<file path="config.mk">
export PLATFORM = sky130hd
export DESIGN_NAME = gcd_host_if
export DESIGN_NICKNAME = d
export VERILOG_FILES = /design/src/rtl/gcd_host_if.sv
export SDC_FILE = /design/constraint.sdc
export NUM_CORES = 1
export LEC_CHECK = 0
export CAP_MARGIN = 0
export CORE_MARGIN = 10
export CORE_UTILIZATION = 52
export CTS_CLUSTER_SIZE = 14
export DETAILED_ROUTE_END_ITERATION = 10
export PLACE_DENSITY = 0.95
export SYNTH_ARGS = -nofsm -noshare
export SYNTH_HDL_FRONTEND = slang
export SYNTH_SLANG_ARGS = --single-unit
</file>
<file path="constraint.sdc">
create_clock -name clk -period 3.7 [get_ports clk]
set_input_delay 0.555 -clock clk [delete_from_list [all_inputs] [get_ports clk]]
set_output_delay 0.555 -clock clk [all_outputs]
set_load 0.05 [all_outputs]
</file>
<file path="src/rtl/gcd_host_if.sv">
// Host bridge for the GCD CPU: latches operands onto hdin1/hdin2, pulses the CPU reset, then
// returns gcd_answer. Optional macro GCD_HOST_ZERO_BYPASS_EN answers zero-operand pairs directly.
module gcd_host_if #(
  parameter int unsigned RST_CYCLES     = 4,
  parameter int unsigned TIMEOUT_CYCLES = 100000,
  parameter int unsigned CNT_W          = 20
) (
  input  logic        clk,
  input  logic        rst_n,
  input  logic        op_valid,
  output logic        op_ready,
  input  logic [31:0] op_a,
  input  logic [31:0] op_b,
  output logic        res_valid,
  input  logic        res_ready,
  output logic [31:0] res_data,
  output logic        res_timeout,
  output logic        busy,
  output logic [31:0] hdin1,
  output logic [31:0] hdin2,
  input  logic [31:0] gcd_answer,
  output logic        cpu_rst_n
);

  typedef enum logic [1:0] {
    S_IDLE = 2'd0,
    S_LOAD = 2'd1,
    S_RUN  = 2'd2,
    S_DONE = 2'd3
  } state_t;

  localparam logic [CNT_W-1:0] RST_LAST = CNT_W'(RST_CYCLES - 1);
  localparam logic [CNT_W-1:0] TMO_LAST = CNT_W'(TIMEOUT_CYCLES - 1);
  localparam logic [CNT_W-1:0] CNT_MAX  = {CNT_W{1'b1}};
  localparam logic [CNT_W-1:0] CNT_ONE  = CNT_W'(1);

  state_t            state_q, state_d;
  logic              op_ready_q, op_ready_d;
  logic              res_valid_q, res_valid_d;
  logic [31:0]       res_data_q, res_data_d;
  logic              res_timeout_q, res_timeout_d;
  logic              busy_q, busy_d;
  logic [31:0]       hdin1_q, hdin1_d;
  logic [31:0]       hdin2_q, hdin2_d;
  logic              cpu_rst_n_q, cpu_rst_n_d;
  logic [CNT_W-1:0]  cnt_q, cnt_d;
  logic [31:0]       snapshot_q, snapshot_d;

  logic              accept_s;
  logic              zero_op_s;
  logic              changed_s;
  logic              tmo_hit_s;
  logic              load_done_s;
  logic [CNT_W-1:0]  cnt_inc_s;

  assign accept_s    = op_valid & op_ready_q;
  assign changed_s   = (gcd_answer != snapshot_q);
  assign tmo_hit_s   = (cnt_q == TMO_LAST);
  assign load_done_s = (cnt_q == RST_LAST);
  assign cnt_inc_s   = (cnt_q == CNT_MAX) ? cnt_q : (cnt_q + CNT_ONE);

`ifdef GCD_HOST_ZERO_BYPASS_EN
  assign zero_op_s = (op_a == 32'd0) || (op_b == 32'd0);
`else
  assign zero_op_s = 1'b0;
`endif

  // State register
  always_ff @(posedge clk or negedge rst_n) begin
    if (!rst_n) begin
      state_q <= S_IDLE;
    end else begin
      state_q <= state_d;
    end
  end

  // Next-state logic
  always_comb begin
    state_d = state_q;
    case (state_q)
      S_IDLE: begin
        if (accept_s) begin
          state_d = zero_op_s ? S_DONE : S_LOAD;
        end else begin
          state_d = S_IDLE;
        end
      end
      S_LOAD: begin
        if (load_done_s) state_d = S_RUN;
        else             state_d = S_LOAD;
      end
      S_RUN: begin
        if (changed_s || tmo_hit_s) state_d = S_DONE;
        else                        state_d = S_RUN;
      end
      S_DONE: begin
        if (res_ready) state_d = S_IDLE;
        else           state_d = S_DONE;
      end
      default: state_d = S_IDLE;
    endcase
  end

  // Next values of the registered outputs and datapath
  always_comb begin
    op_ready_d    = op_ready_q;
    res_valid_d   = res_valid_q;
    res_data_d    = res_data_q;
    res_timeout_d = res_timeout_q;
    busy_d        = busy_q;
    hdin1_d       = hdin1_q;
    hdin2_d       = hdin2_q;
    cpu_rst_n_d   = cpu_rst_n_q;
    cnt_d         = cnt_q;
    snapshot_d    = snapshot_q;
    case (state_q)
      S_IDLE: begin
        if (accept_s) begin
          hdin1_d    = op_a;
          hdin2_d    = op_b;
          snapshot_d = gcd_answer;
          cnt_d      = {CNT_W{1'b0}};
          op_ready_d = 1'b0;
          busy_d     = 1'b1;
          if (zero_op_s) begin
            res_data_d    = op_a | op_b;
            res_timeout_d = 1'b0;
            res_valid_d   = 1'b1;
          end else begin
            res_valid_d   = 1'b0;
          end
        end else begin
          op_ready_d = 1'b1;
        end
      end
      S_LOAD: begin
        if (load_done_s) begin
          cpu_rst_n_d = 1'b1;
          cnt_d       = {CNT_W{1'b0}};
        end else begin
          cnt_d       = cnt_inc_s;
        end
      end
      S_RUN: begin
        cnt_d = cnt_inc_s;
        // A change of the answer word outranks a simultaneous timeout
        if (changed_s) begin
          res_data_d    = gcd_answer;
          res_timeout_d = 1'b0;
          res_valid_d   = 1'b1;
          cpu_rst_n_d   = 1'b0;
        end else if (tmo_hit_s) begin
          res_data_d    = gcd_answer;
          res_timeout_d = 1'b1;
          res_valid_d   = 1'b1;
          cpu_rst_n_d   = 1'b0;
        end else begin
          res_valid_d   = 1'b0;
        end
      end
      S_DONE: begin
        if (res_ready) begin
          res_valid_d = 1'b0;
          busy_d      = 1'b0;
          op_ready_d  = 1'b1;
        end else begin
          res_valid_d = 1'b1;
        end
      end
      default: begin
        op_ready_d  = 1'b0;
        res_valid_d = 1'b0;
        busy_d      = 1'b0;
        cpu_rst_n_d = 1'b0;
      end
    endcase
  end

  // Output and datapath registers
  always_ff @(posedge clk or negedge rst_n) begin
    if (!rst_n) begin
      op_ready_q    <= 1'b0;
      res_valid_q   <= 1'b0;
      res_data_q    <= 32'd0;
      res_timeout_q <= 1'b0;
      busy_q        <= 1'b0;
      hdin1_q       <= 32'd0;
      hdin2_q       <= 32'd0;
      cpu_rst_n_q   <= 1'b0;
      cnt_q         <= {CNT_W{1'b0}};
      snapshot_q    <= 32'd0;
    end else begin
      op_ready_q    <= op_ready_d;
      res_valid_q   <= res_valid_d;
      res_data_q    <= res_data_d;
      res_timeout_q <= res_timeout_d;
      busy_q        <= busy_d;
      hdin1_q       <= hdin1_d;
      hdin2_q       <= hdin2_d;
      cpu_rst_n_q   <= cpu_rst_n_d;
      cnt_q         <= cnt_d;
      snapshot_q    <= snapshot_d;
    end
  end

  assign op_ready    = op_ready_q;
  assign res_valid   = res_valid_q;
  assign res_data    = res_data_q;
  assign res_timeout = res_timeout_q;
  assign busy        = busy_q;
  assign hdin1       = hdin1_q;
  assign hdin2       = hdin2_q;
  assign cpu_rst_n   = cpu_rst_n_q;

endmodule

</file>
# After elaboration in Yosys (flattened, before gate mapping)

Index checks and enable logic that the tools add are counted.

Register bits: 155
Latch bits: 0
RAM bits: 0
Bits in read-only memories: 0
Bits of input ports: 100
Output and inout port bits: 101
Memories kept: 0

Add/subtract/negate cells: 1
$mul: 0
Divide/modulo/power cells: 0
$lt $le $gt $ge: 0
Equality and inequality tests: 11
Shift operators: 0
Multiplexer cells: 28
Bitwise gates (word level): 1
Reduce and logical (&&, ||, !) cells: 14

Operators by type and width:

| operator                                               | count |
|---|---|
| 2-to-1 mux 32 bit                                      | 2 |
| 2-to-1 mux 20 bit                                      | 3 |
| one-hot mux 20 bit (3 select lines)                    | 1 |
| != test 32 bit                                         | 1 |
| adder 20 x 1 -> 20 bit (second input constant)         | 1 |
| equality test 20 x 17 -> 1 bit (second input constant) | 1 |
| equality test 20 x 2 -> 1 bit (second input constant)  | 1 |
| equality test 20 bit (second input constant)           | 1 |
| 2-to-1 mux 1 bit                                       | 15 |
| AND reduction 2 bit                                    | 5 |
| one-hot mux 2 bit (4 select lines)                     | 1 |
| != test 2 bit (second input constant)                  | 3 |
| one-hot mux 1 bit (2 select lines)                     | 3 |
| AND reduction 3 bit                                    | 2 |
| nonzero test 2 bit                                     | 3 |
| nonzero test 3 bit                                     | 2 |
| equality test 2 bit (second input constant)            | 2 |
| 2-to-1 mux 2 bit                                       | 2 |
| != test 3 bit (second input constant)                  | 1 |
| one-hot mux 1 bit (3 select lines)                     | 1 |
| equality test 2 x 1 -> 1 bit (second input constant)   | 1 |
| logical NOT 2 bit                                      | 1 |
| bitwise AND 1 bit                                      | 1 |
| logical OR 1 bit                                       | 1 |

# Logic depth before layout (Yosys ltp)

Gate-level depths: netlist of run 1.

Depth in word-level cells: 4
Depth in mapped cells: 10
Mapped depth without buffers: 7

# Worst setup path before layout of run 1

Ideal clock, no wire load.

Path kind: input to register
Start point: in gcd_answer[31]
End point: reg res_valid_q (netlist: res_valid)
Library setup time: 0.129 ns
Arrival time: 1.893 ns
Slack: 1.678 ns
Cell stages on the path: 6
Buffers on the path: 1
Cell sequence: xor2_1 -> nor4_1 -> nand4_1 -> o21a_1 -> buf_2 -> o41a_1

Cells in the longest elaborated chain, start to end: 3

Ends and longest elaborated chain:

| element                            | line | text |
|---|---|---|
| start: declaration                 | 21   | `input logic [31:0] gcd_answer,` |
| != test 32 bit                     | 57   | `assign changed_s = (gcd_answer != snapshot_q);` |
| 2-to-1 mux 1 bit                   | 147  | `if (changed_s) begin` |
| one-hot mux 1 bit (3 select lines) | 116  | `case (state_q)` |
| end signal: assignment             | 194  | `res_valid_q <= res_valid_d;` |
| end: declaration                   | 39   | `logic res_valid_q, res_valid_d;` |

Every way passes these cells.
A chain may end at the register's enable or synchronous reset.

# Worst setup path after layout of run 1

Start point: reg state_q[0]
End point: reg cnt_q[8]

Cells in the longest elaborated chain, start to end: 3

Ends and longest elaborated chain:

| element                                                              | line | text |
|---|---|---|
| start: declaration                                                   | 37   | `state_t state_q, state_d;` |
| start signal: assignment                                             | 73   | `state_q <= state_d;` |
| equality test 2 bit, or another cell as far along                    | 116  |  |
| nonzero test 3 bit (no source line) or != test 2 bit (tied branches) | n/a  |  |
| AND reduction 2 bit (no source line)                                 | n/a  |  |
| end signal: assignment                                               | 190  | `cnt_q <= {CNT_W{1'b0}};` |
| end signal: assignment                                               | 201  | `cnt_q <= cnt_d;` |
| end: declaration                                                     | 46   | `logic [CNT_W-1:0] cnt_q, cnt_d;` |

Several ways; a longest one is shown, not always the timed one.

==> results of run 1 <==
==> where the power goes <==
part | switching [W] | internal [W] | total (W)
logic | 0.00298 | 0.00178 | 0.00477
clock network | 0.000727 | 0.00115 | 0.00188
registers | 0.000445 | 0.00242 | 0.00286
total | 0.00416 | 0.00535 | 0.00951
==> registers in the layout, indices dropped and copies added, names as in the netlist, 2 cells and up <==
name and cells:
cnt_q 20, hdin1 32, snapshot_q 32, state_q 2, res_data 32, hdin2 32
==> kinds of logic (layout without fill, tap and decap cells) <==
group,after synthesis,count (layout)
simple gates,146,146
compound gates,131,131
other cells,0,1
xor+xnor,33,33
flops,155,155
fa+ha+maj,5,5
buf+inv,47,248
mux,97,97
==> cell type report <==
| type | count | area share, % |
|---|---|---|
| Timing Repair Buffer | 208 | 20.9 |
| Inverter | 8 | 0.300 |
| Tap cell | 176 | 2.20 |
| Antenna cell | 1 | 0.0250 |
| Clock buffer | 19 | 4.43 |
| Sequential cell | 155 | 38.8 |
| Clock inverter | 13 | 1.90 |
| Multi-Input combinational cell | 412 | 31.4 |
==> layer usage <==
layer	share of wire, %	track usage (%)	up-vias
li1	-	-	2629
met1	36	24.7	2924
met2	53	40.0	281
met3	9.0	7.50	36
met4	2.1	6.56	0
met5	0	0	-
==> critical path: cells and delay by family, from the launching register on <==
family | cells | cell delay (ps)
adders and majority gates | 1 | 220
and+or+nand+nor | 1 | 130
DFF | 1 | 400
AOI/OAI and AO/OA | 3 | 1210
buffers and inverters | 3 | 590
==> through the flow <==
| stage | instances | area, µm² |
|---|---|---|
| after floorplan | 614 | 7200 |
| final | 992 | 9990 |
| after global routing | 991 | 9990 |
| after detailed placement | 959 | 9360 |
| after global placement | 959 | 9360 |
| after CTS | 991 | 9990 |
==> synth_stat cells (3+ instances only) <==
| library cell | instances | area, µm² |
|---|---|---|
| sky130_fd_sc_hd__nand4_1 | 6 | 37.5 |
| sky130_fd_sc_hd__ha_1 | 5 | 62.6 |
| sky130_fd_sc_hd__xor2_1 | 32 | 280 |
| sky130_fd_sc_hd__buf_2 | 18 | 90.1 |
| sky130_fd_sc_hd__nor2_1 | 13 | 48.8 |
| sky130_fd_sc_hd__nand2b_1 | 4 | 25.0 |
| sky130_fd_sc_hd__inv_1 | 8 | 30.0 |
| sky130_fd_sc_hd__mux2_2 | 96 | 1080 |
| sky130_fd_sc_hd__or3_1 | 4 | 25.0 |
| sky130_fd_sc_hd__dfrtp_1 | 155 | 3880 |
| sky130_fd_sc_hd__clkbuf_1 | 21 | 78.8 |
| sky130_fd_sc_hd__o21ai_0 | 9 | 45.0 |
| sky130_fd_sc_hd__nor4_1 | 11 | 68.8 |
| sky130_fd_sc_hd__a31oi_1 | 3 | 18.8 |
| sky130_fd_sc_hd__o21a_1 | 4 | 30.0 |
| sky130_fd_sc_hd__o211ai_1 | 69 | 518 |
| sky130_fd_sc_hd__a21oi_1 | 11 | 55.1 |
| sky130_fd_sc_hd__a32oi_1 | 3 | 26.3 |
| sky130_fd_sc_hd__nand2_1 | 82 | 308 |
| sky130_fd_sc_hd__nand3_1 | 8 | 40.0 |
| sky130_fd_sc_hd__nor3_1 | 6 | 30.0 |
==> path summary, 6_finish.rpt <==
kind,start,to,cells past startpoint,slack (ps)
setup / recovery,state_q[0],cnt_q[8],8,1050
hold / removal,rst_n,snapshot_q[9],1,190
setup reg to reg,state_q[0],cnt_q[8],8,1050
hold reg to reg,hdin2[5],hdin2[5],1,500
max in group asynchronous,rst_n,hdin2[29],2,2690
min in group clk,hdin2[5],hdin2[5],1,500
==> impl_summary.txt, run 1 <==
----------------------------------------------------
[Synth]
  Sequential fraction of the synthesis area ... 53.9%
  Adder-cell share of the synthesized area ... 0.869%
  Number of flops mapped to enable cells by yosys ... 0
  Xor and xnor fraction of the mapped netlist area ... 4.01%
  Dominant combinational cell family by area after synthesis ... multiplexers
  Syn Std Cell Area ... 7200 µm²
  Post-synthesis cell type count ... 58
  Multiplexer fraction of the synthesized cell area ... 15.2%
  Share of flip-flops with an asynchronous set or reset ... 100%
  Syn avg cell area ... 11.7 µm²
  Number of cells produced by synthesis ... 614
  Synthesized-area fraction occupied by ao, oa, aoi and oai cells ... 13.6%
  Syn Nets ... 719
  Yosys warning total ... 0
  Synthesized flop and latch total ... 155
  Area fraction in and, or, nand and nor cells after synthesis ... 9.73%
  Most frequently used flop master after synthesis ... sky130_fd_sc_hd__dfrtp_1

[Layout]
  Combined flip-flop and latch cell area ... 3880 µm²
  Share of final-layout standard cells stronger than drive strength 1 ... 18.2%
  P&R area growth vs syn ... 38.8%
  Fill cell instance count of the final layout ... 821
  Post-layout utilization of the core ... 74.6%
  Most common library cell in the layout ignoring fill and taps ... sky130_fd_sc_hd__clkdlybuf4s50_1
  Footprint of the multi-input gates ... 3140 µm²
  Most frequent cells in the layout ... sky130_fd_sc_hd__clkdlybuf4s50_1, sky130_fd_sc_hd__dfrtp_1, sky130_fd_sc_hd__mux2_2
  Number of nets in the finished design ... 907

[Global routing]
  Antenna violations before repair ... 1
  First-pass GRT wire length ... 33,100 µm
  Pin count of the biggest net entering global routing ... 98
  Overall track demand over capacity in global routing ... 22.4%
  Vias in the first global route ... 6,108
  Final global-route overflow total ... 0

[Worst setup path]
  Critical path's most frequent cell ... sky130_fd_sc_hd__inv_1
  Biggest cell delay along the critical path ... 740 ps
  Data arrival time of the critical path ... 2990 ps
  Required @ worst endpoint ... 4050 ps
  Critical path peak fanout ... 36
  CP Capture Type ... register
  Worst setup path category ... reg2reg
  Slowest-stage cell, CP ... sky130_fd_sc_hd__o211a_1
  CP Launch Type ... register
  Critical-path cell list ... inv_1 -> ha_1 -> buf_4 -> inv_1 -> nand4_1 -> o211a_1 -> o21ai_0 -> a31oi_1

[Drt]
  Count of vias placed by the detailed router ... 5,870
  Total wire length ... 21,800 µm
  Average wire length per cell after detail routing ... 22.0 µm
  TritonRoute pass-1 iters ... 5
  DRC violation count after routing ... 0
  Remaining number of nets flagged by the antenna check after routing ... 0
  First DRT Iteration DRCs ... 528
  Via count normalized by instance count ... 5.92

[Timing]
  Final Worst Setup Slack ... 1050 ps
  Final Slew Violations ... 0
  Transition time at the pin with the least slew margin ... 1180 ps
  Worst max-slew margin expressed relative to the limit ... 21.3%
  Total negative slack ... 0 ps
  Final setup violating endpoints ... 0
  Clock Skews ... 11.2 ps
  WHS ... 190 ps
  Fraction of the cycle the final worst path needs ... 71.5%
  Final hold violations ... 0
  RSZ-0062 raised after global routing ... false
  Fmax ... 378 MHz
  Tmin final ... 2650 ps

[Power]
  IR Drop Worst-Case VDD ... 0.000717 V
  P_leak ... 4.06 nW
  Total power density per cell area ... 952 nW/µm²
  Total power draw ... 0.00951 W

[Floorplanning]
  IO Pins ... 201
  Core area ... 13,400 µm²
  Total Die Area ... 19,000 µm²
  Die width ... 138 µm
  Chip height ... 138 µm
  Starting utilization of the core area ... 53.7%
  Row cnt ... 42

[CTS]
  Number of CTS-inserted buffers ... 17
  Clock transition at the register clock pins on the worst setup and hold paths after CTS ... 60 ps
  Cts hold-fix bufs ... 0
  Number of buffers between clock root and the deepest sink ... 2
  Number of H-tree levels ... 4
  CTS tree ... built
  Clock Latency Late Sink ... 430 ps
  Count of cells resized by post-cts repair ... 0
  Number of clock sinks ... 155
  Cell at the root of the clock tree ... sky130_fd_sc_hd__clkbuf_16
  Post CTS Setup Buffer Count ... 0

[Placement]
  Final weighted congestion of routability-driven global placement ... 0.886
  Setup WS pre-CTS ... 814 ps
  Port Buffers ... 200
  Post-detailed-placement half-perimeter wirelength ... 14,900 µm

[Hold path]
  Worst hold path type ... in2async

[Run]
  Number of maximum-capacitance constraint violations ... 0

[Status]
  Run status ... finished, final reports clean

----------------------------------------------------
Note: power is estimated with default switching activity, not from simulation.
==> run 2: changes to the inputs <==
CORE_UTILIZATION = 44   (was 52)
PLACE_DENSITY = 0.87   (was 0.95)
clock period = 2.2 ns   (was 3.7 ns; I/O delays follow)
==> impl_summary.txt, run 2 (synthesized netlist as in run 1, its figures left out) <==
----------------------------------------------------
[Floorplanning]
  Core area ... 15,900 µm²
  Die width ... 148 µm
  Starting utilization of the core area ... 45.2%
  IO Pins ... 201
  Total Die Area ... 21,900 µm²
  Row cnt ... 46
  Chip height ... 148 µm

[Worst setup path]
  Cell family with the largest share of critical-path delay ... buffers and inverters
  Biggest cell delay along the critical path ... 490 ps
  Worst path bufs/invs ... 2
  Data arrival time of the critical path ... 2390 ps
  Reg-to-Reg Start ... cnt_q[0]
  Critical-path cell list ... clkdlybuf4s50_1 -> xor2_1 -> nor4_1 -> nand4_1 -> o21a_1 -> buf_4 -> o211ai_1
  Register-to-register setup slack ... 140 ps
  CP Launch Type ... input pin
  Slowest-stage cell, CP ... sky130_fd_sc_hd__clkdlybuf4s50_1
  FF-to-FF path depth ... 7
  Critical path peak fanout ... 20
  Required @ worst endpoint ... 2520 ps
  Worst setup path category ... in2reg
  CP Capture Type ... register
  Worst reg2reg path endpoint ... res_data[30]

[Global routing]
  Met3 track demand over resource ... 6.26%
  Met2 track utilization from global routing ... 33.5%
  GR Util met1 ... 22.9%
  Pin count of the biggest net entering global routing ... 57
  Most congested layer reported by global routing ... met2
  Overall track demand over capacity in global routing ... 19.5%
  First-pass GRT wire length ... 34,400 µm
  Antenna violations before repair ... 0
  Vias in the first global route ... 6,284
  Final global-route overflow total ... 0

[Placement]
  Placed insts ... 1,029
  Port Buffers ... 200
  Final weighted congestion of routability-driven global placement ... 0.868
  Post-detailed-placement half-perimeter wirelength ... 15,500 µm

[Layout]
  Most frequent cells in the layout ... sky130_fd_sc_hd__clkdlybuf4s50_1, sky130_fd_sc_hd__dfrtp_1, sky130_fd_sc_hd__mux2_2
  Number of nets in the finished design ... 940
  Non-filler cells in the finished layout ... 1,064
  P&R area growth vs syn ... 43.9%
  Share of final-layout standard cells stronger than drive strength 1 ... 21.7%
  # diodes ... 0
  Most common library cell in the layout ignoring fill and taps ... sky130_fd_sc_hd__clkdlybuf4s50_1
  Post-layout utilization of the core ... 65.0%
  Fill cell instance count of the final layout ... 1,214

[Timing]
  Fmax ... 483 MHz
  Total negative slack ... 0 ps
  WHS ... 417 ps
  RSZ-0062 raised after global routing ... false
  Final hold violations ... 0
  Fraction of the cycle the final worst path needs ... 94.0%
  Final Slew Violations ... 0
  Clock Skews ... 7.45 ps
  Final setup violating endpoints ... 0
  Transition time at the pin with the least slew margin ... 575 ps
  Tmin final ... 2070 ps
  Worst max-slew margin expressed relative to the limit ... 61.6%

[Power]
  Cell-internal power ... 0.00906 W
  IR Drop Worst-Case VDD ... 0.000833 V
  Total power density per cell area ... 1550 nW/µm²
  Seq pwr share ... 29.8%
  Clk pwr share ... 19.4%
  Power spent charging and discharging nets ... 0.00696 W
  P_leak ... 4.24 nW
  Power share of the combinational group ... 50.9%
  Switching part of the total power ... 43.4%

[Drt]
  Via count normalized by instance count ... 5.47
  First DRT Iteration DRCs ... 424
  Average wire length per cell after detail routing ... 20.2 µm
  Total wire length ... 21,500 µm
  TritonRoute pass-1 iters ... 5
  Count of vias placed by the detailed router ... 5,820
  Remaining number of nets flagged by the antenna check after routing ... 0
  DRC violation count after routing ... 0

[CTS]
  Number of CTS-inserted buffers ... 17
  Number of buffers between clock root and the deepest sink ... 2
  Number of clock sinks ... 155
  CTS tree ... built
  Cell at the root of the clock tree ... sky130_fd_sc_hd__clkbuf_16
  Clock transition at the register clock pins on the worst setup and hold paths after CTS ... 70 ps
  Number of H-tree levels ... 4
  Clock Latency Late Sink ... 420 ps

[Hold path]
  Worst hold path type ... in2async

[Run]
  Number of maximum-capacitance constraint violations ... 0

[Status]
  Run status ... finished, final reports clean

----------------------------------------------------
run 2: worst max path at each step:
stage | start | to | slack [ps] | depth (start not counted)
2_1_floorplan | state_q[0] | hdin2[11] | 230 | 7
3_3_place_gp | gcd_answer[0] | res_valid | -250 | 6
3_5_place_dp | gcd_answer[8] | res_data[16] | -310 | 7
4_1_cts | gcd_answer[8] | res_data[9] | 0.9 | 7
5_1_grt | gcd_answer[22] | res_data[9] | 4 | 7
6_report | gcd_answer[22] | res_data[9] | 130 | 7
run 2: per-layer routing:
metal | vias up | share of wire, %
li1 | 2693 | -
met1 | 2894 | 40
met2 | 204 | 51
met3 | 29 | 7.0
met4 | 0 | 2.0
met5 | - | 0
run 2: through the flow:
step	cell area (µm²)	worst slack [ps]	power, W
finish	10400	132	0.0160
global placement	9690	-248	0.0127
CTS	10300	0.910	0.0161
global route	10400	4.25	0.0167
detailed placement	9690	-309	0.0129
floorplan	7200	231	0.00994
run 2: power groups by stage:
stage | clock network (W) | registers, W | logic (W)
finish | 0.00310 | 0.00477 | 0.00815
detailed placement | 0 | 0.00480 | 0.00813
CTS | 0.00315 | 0.00477 | 0.00819
floorplan | 0 | 0.00778 | 0.00215
global route | 0.00329 | 0.00491 | 0.00855
global placement | 0 | 0.00471 | 0.00800
run 2: layout make-up:
type / count / area, µm² / share of cell area [%]
timing repair buffer: 241 / 2400 / 23.1
clock inverter: 14 / 185 / 1.79
tap: 216 / 270 / 2.61
clock buffer: 18 / 439 / 4.24
inverter: 8 / 30.0 / 0.290
sequential: 155 / 3880 / 37.4
multi-input combinational: 412 / 3160 / 30.5
run 2: worst register-to-register path: stages (launching register included):
cell and delay [ps]:
sky130_fd_sc_hd__dfrtp_1 400, sky130_fd_sc_hd__ha_1 270, sky130_fd_sc_hd__and4_1 270, sky130_fd_sc_hd__nand3_4 160
sky130_fd_sc_hd__or3_1 430, sky130_fd_sc_hd__buf_12 200, sky130_fd_sc_hd__nand2_1 110, sky130_fd_sc_hd__o211ai_1 90
run 2: what timing repair did:
| item | CTS | global route |
|---|---|---|
| hold buffers | 1 | 0 |
| setup buffers | 0 | 2 |
| resized for setup | 0 | 3 |
| setup endpoints to repair | 0 | 31 |
| endpoints found under the hold margin | 44 | 0 |
